### src/rtl/serial_add_ctrl.sv
// Bit-serial add/subtract sequencer.
// A single full_adder cell is reused for WIDTH cycles to build a WIDTH-bit
// sum, carry out and signed overflow. start/busy/done handshake.
//
// state | meaning
// ------+---------------------------------------------------------------
// IDLE  | waiting for start; operands captured on the accepting edge
// RUN   | one operand bit per cycle through the adder cell, LSB first
// DONE  | result registers load, done pulses, back to IDLE

module full_adder (
  input  logic x,
  input  logic y,
  input  logic ci,
  output logic s,
  output logic co
);
  // Plain 1-bit full adder; the only adder in the sequencer.
  assign s  = x ^ y ^ ci;
  assign co = (x & y) | (ci & (x ^ y));
endmodule

module serial_add_ctrl #(
  parameter int WIDTH = 8,
  parameter int CNT_W = 4
) (
  input  logic             clk,
  input  logic             rst,
  input  logic             start,
  input  logic             sub,
  input  logic [WIDTH-1:0] a,
  input  logic [WIDTH-1:0] b,
  input  logic             c_in,
  output logic             busy,
  output logic             done,
  output logic [WIDTH-1:0] sum,
  output logic             c_out,
  output logic             overflow
);

  typedef enum logic [1:0] {
    IDLE = 2'd0,
    RUN  = 2'd1,
    DONE = 2'd2
  } state_t;

  localparam logic [CNT_W-1:0] CNT_LAST = CNT_W'(WIDTH - 1);

  state_t           state;
  logic [WIDTH-1:0] sa;
  logic [WIDTH-1:0] sb;
  logic [WIDTH-1:0] sr;
  logic [CNT_W-1:0] cnt;
  logic             cy;
  logic             cmsb;
  logic             fa_s;
  logic             fa_c;

  // Operand LSBs and the running carry feed the shared adder cell.
  full_adder u_fa (
    .x  (sa[0]),
    .y  (sb[0]),
    .ci (cy),
    .s  (fa_s),
    .co (fa_c)
  );

  // Sequencer: capture, shift one bit per RUN cycle, publish in DONE.
  always_ff @(posedge clk or posedge rst) begin
    if (rst) begin
      state    <= IDLE;
      sa       <= '0;
      sb       <= '0;
      sr       <= '0;
      cnt      <= '0;
      cy       <= 1'b0;
      cmsb     <= 1'b0;
      busy     <= 1'b0;
      done     <= 1'b0;
      sum      <= '0;
      c_out    <= 1'b0;
      overflow <= 1'b0;
    end else begin
      done <= 1'b0;
      case (state)
        IDLE: begin
          if (start) begin
            sa    <= a;
            // Subtraction is A + ~B + 1, so c_in is not used in sub mode.
            sb    <= sub ? ~b : b;
            cy    <= sub | c_in;
            cnt   <= '0;
            sr    <= '0;
            busy  <= 1'b1;
            state <= RUN;
          end
        end
        RUN: begin
          sr <= {fa_s, sr[WIDTH-1:1]};
          sa <= sa >> 1;
          sb <= sb >> 1;
          cy <= fa_c;
          if (cnt == CNT_LAST) begin
            // Carry into the MSB cell, needed for signed overflow.
            cmsb  <= cy;
            state <= DONE;
          end else begin
            cnt <= cnt + 1'b1;
          end
        end
        DONE: begin
          sum      <= sr;
          c_out    <= cy;
          overflow <= cmsb ^ cy;
          done     <= 1'b1;
          busy     <= 1'b0;
          state    <= IDLE;
        end
        default: begin
          busy  <= 1'b0;
          state <= IDLE;
        end
      endcase
    end
  end

endmodule

### config.mk
export PLATFORM = sky130hd
export DESIGN_NAME = serial_add_ctrl
export DESIGN_NICKNAME = d
export VERILOG_FILES = /design/src/rtl/serial_add_ctrl.sv
export SDC_FILE = /design/constraint.sdc
export NUM_CORES = 1
export LEC_CHECK = 0
export ABC_AREA = 1
export CORE_AREA = 2 2 82 84
export DETAILED_ROUTE_END_ITERATION = 8
export DIE_AREA = 0 0 84 86
export HOLD_SLACK_MARGIN = 0.03
export PLACE_DENSITY = 0.62
export SLEW_MARGIN = 10
export SYNTH_ARGS = -nofsm -noshare
export SYNTH_HDL_FRONTEND = slang
export SYNTH_HIERARCHICAL = 1
export SYNTH_SLANG_ARGS = --single-unit
### constraint.sdc
create_clock -name clk -period 1.4 [get_ports clk]
set_input_delay 0.14 -clock clk [delete_from_list [all_inputs] [get_ports clk]]
set_output_delay 0.14 -clock clk [all_outputs]
set_load 0.1 [all_outputs]
==> metrics.txt, run 1 <==
result of the run=completed; fraction of the mapped netlist area in compound gates=a little over an eighth; cell family contributing the most delay on the critical path=flip-flops; CTS Buf Count=5; worst path bufs/invs=2; startpoint-to-endpoint class of the critical path=reg -> reg; share of the clock period used by the worst path after layout=about 90%; most used flip-flop cell after synthesis=dfrtp_1; CTS clock-pin slew for the worst setup and hold paths=about 0.080 ns; xor and xnor area share after synthesis=less than 1%; Post-Syn Instances=around 220; source-to-sink clock delay at the later pin of the worst-skew pair=between 0.2 and 0.3 ns; post-synthesis simple-gate area fraction=between 20 and 25%; vertical die dimension=roughly 86 µm; Avg Synthesized Cell Area=8.831 µm²; drt wl/cell=~11 µm; flop2flop setup slack=around 0.16 ns; pre-CTS setup slack=0.1013 ns; worst relative slew slack=between 80 and 90%; number of DRC markers in iteration 0=63; Longest Clk Path Bufs=2; number of enable flip-flop cells after synthesis=0; final setup vio count=0; post-synthesis async set-or-reset flop share=100.0%; GR Overflow Total=0; post-layout total power=approximately 6600 µW; RePlAce Congestion=0.7486; total power per unit cell area=~2500 nW/µm²; critical path capture point type=register; number of iterations in the first detailed-routing pass=4; IO Port Bufs=32; YS warnings=6; reg2reg path depth=5; final hold violation count=0; biggest fanout along the worst timing path=9; final critical-path setup slack=approximately 0.16 ns; die extent in x=~84 µm; Routed Wire Length=3768 µm; mapped cell area=just under 2000 µm²; type of origin of the critical path=register; largest family of logic cells by synthesized area=simple AND/OR/NAND/NOR gates; max cap viols=0; wire length of the first global-routing pass=between 6000 and 7000 µm; worst reg2reg path startpoint=state[0]; die area=7224 µm²; final standard cell utilization of the core=~43%; core region area=between 6000 and 7000 µm²; kind of path behind the tightest hold check=in -> async; layout overhead on the synthesized area=35.71%; Net Count, Synth=between 200 and 250; global routing usage summed across all routing layers=between 10% and 20%; post-detailed-placement half-perimeter wirelength=~2700 µm; vias after detailed routing=between 1500 and 2000; peak ir drop on the vdd network=1.645 mV; DRC Markers=0; maximum number of pins on one net before global-route repair=45; multiplexer share of the synthesized area=0%; arrival time worst endpoint=1.45 ns; count of distinct cell types in the synthesized netlist=25; slowest stage delay, CP=roughly 0.45 ns; clock root buffer=clkbuf_8; Post-CTS Hold Fix Bufs=0; antenna violations before repair=0; net count reported at finish=286; vias in the first global route=around 1400; setup tns final=0 ns; share of synthesized area occupied by flip-flops and latches=a little under three fifths; critical register-to-register path endpoint=cy; post-layout minimum cycle time=1.242 ns; slowest library cell on the worst path=dfrtp_1; clock tree from TritonCTS=done; CTS H-tree depth=2; unrepaired setup endpoints after global routing=no; f_max=805.0 MHz; actual transition at the worst max-transition pin=between 0.2 and 0.25 ns; antenna diode count=0; post-detailed-route count of antenna-violating nets=0; row cnt=29; total of flip-flops plus latches after synthesis=44; number of ports placed on the die boundary=33; via/cell ratio=about 4.5; initial cell density of the core=a little under a third; setup skew after layout=roughly 0.005 ns; number of clock sinks=44; post-synthesis adder-cell area fraction=1.652%; max-slew violation count=0; ordered list of cells on the worst path=inv_2 -> nor2_4 -> buf_4 -> nand2_1 -> a31oi_1; LEAKAGE=0.001287 µW; fraction of final layout cells with drive strength greater than 1=between 15 and 20%; WP data required=between 1.5 and 2 ns
-- registers in the layout (all words and copies together), names as in the netlist --
register and flops:
sa 8, sb 8, sr 8, sum 8, cnt 4, state 2
busy 1, c_out 1, cmsb 1, cy 1, done 1, overflow 1
-- layout make-up --
type | count | area (µm²)
well taps | 77 | 96.34
inverters | 27 | 101.3
clock buffers | 7 | 96.34
repair buffers | 41 | 533.0
flip-flops and latches | 44 | 1101
fillers | 616 | 3605
clock inverters | 1 | 30.03
multi-input cells | 144 | 714.4
-- per-layer routing --
layer | global-route usage (%) | vias up | wire, µm
li1 | - | 795 | -
met1 | 15.05 | 710 | 1799
met2 | 18.04 | 30 | 1764
met3 | 3.272 | 5 | 157
met4 | 3.959 | 0 | 46
met5 | 0 | - | 0
-- cell families (layout without fill, tap and decap cells) --
family          Yosys count  in the layout
xor+xnor                  2              2
buf+inv                  35             76
fa+ha+maj                 2              2
compound gates           46             46
simple gates             94             94
flops                    44             44
-- layout by cell type (no fill, tap or decap) --
cell type | netlist | final
nand3_1 | 12 | 12
xnor2_1 | 1 | 1
fa_1 | 1 | 1
nor2_1 | 14 | 13
nand2_2 | 2 | 3
ha_1 | 1 | 1
bufinv_16 | 0 | 1
o21bai_1 | 1 | 1
o211ai_1 | 6 | 6
xor2_1 | 1 | 1
buf_12 | 0 | 14
o21ai_0 | 23 | 23
a31oi_1 | 1 | 1
nor2_2 | 0 | 1
nand2_4 | 2 | 2
clkbuf_8 | 0 | 7
nand4_1 | 1 | 1
o22ai_1 | 7 | 7
nor2_4 | 1 | 1
inv_1 | 24 | 23
o21ai_2 | 1 | 1
buf_4 | 2 | 7
inv_2 | 3 | 4
nand2_1 | 62 | 61
dfrtp_1 | 44 | 44
a21oi_1 | 7 | 7
clkdlybuf4s50_1 | 0 | 20
-- cells in the mapped netlist (2+ instances only) --
library cell	number	share of area, %
buf_2	3	0.76
inv_2	3	0.57
a21oi_1	7	1.8
nor2_1	14	2.7
buf_6	2	1.1
nand2_1	62	12
nand2_2	2	0.64
o22ai_1	7	2.2
nand2_4	2	1.1
dfrtp_1	44	56
o211ai_1	6	2.3
buf_4	2	0.76
nand3_1	12	3.0
inv_1	24	4.6
o21ai_0	23	5.8
-- report_power, final --
part,internal [µW],switching (µW)
Combinational,1290,2040
Sequential,1830,392
Clock,629,412
Total,3750,2850
-- through the flow --
stage	cells	cell area, µm²	hold WS [ns]
2_1_floorplan	223	1969	0.2777
3_3_place_gp	331	2526	0.4635
3_5_place_dp	331	2526	0.4668
4_1_cts	339	2653	0.2137
5_1_grt	341	2673	0.2372
6_report	341	2673	0.2104
-- worst max-delay path by stage --
stage | startpoint | endpoint | slack [ns] | depth (start not counted)
floorplan | rst | busy | 0.23 | 1
finish | state[0] | cy | 0.16 | 5
detailed placement | start | sa[6] | 0.10 | 6
global placement | cnt[0] | cnt[0] | 0.13 | 7
CTS | cnt[0] | cnt[0] | 0.1 | 7
global route | cnt[0] | cnt[0] | 0.02 | 7
-- worst min-delay path: stages --
cell and delay [ns]:
clkdlybuf4s50_1 0.40, inv_1 0.09, buf_12 0.24
-- what timing repair did --
action,CTS,global route
resized for setup,0,3
endpoints found under the setup margin,0,9
buffers inserted,0,2
No activity file was read; power rests on OpenSTA's default activity.
==> run 2, diff against run 1 <==
GPL_ROUTABILITY_DRIVEN = 0   (was not set)
==> results of run 2 <==
No change in the layout: final DEF, timing and power equal those of run 1.
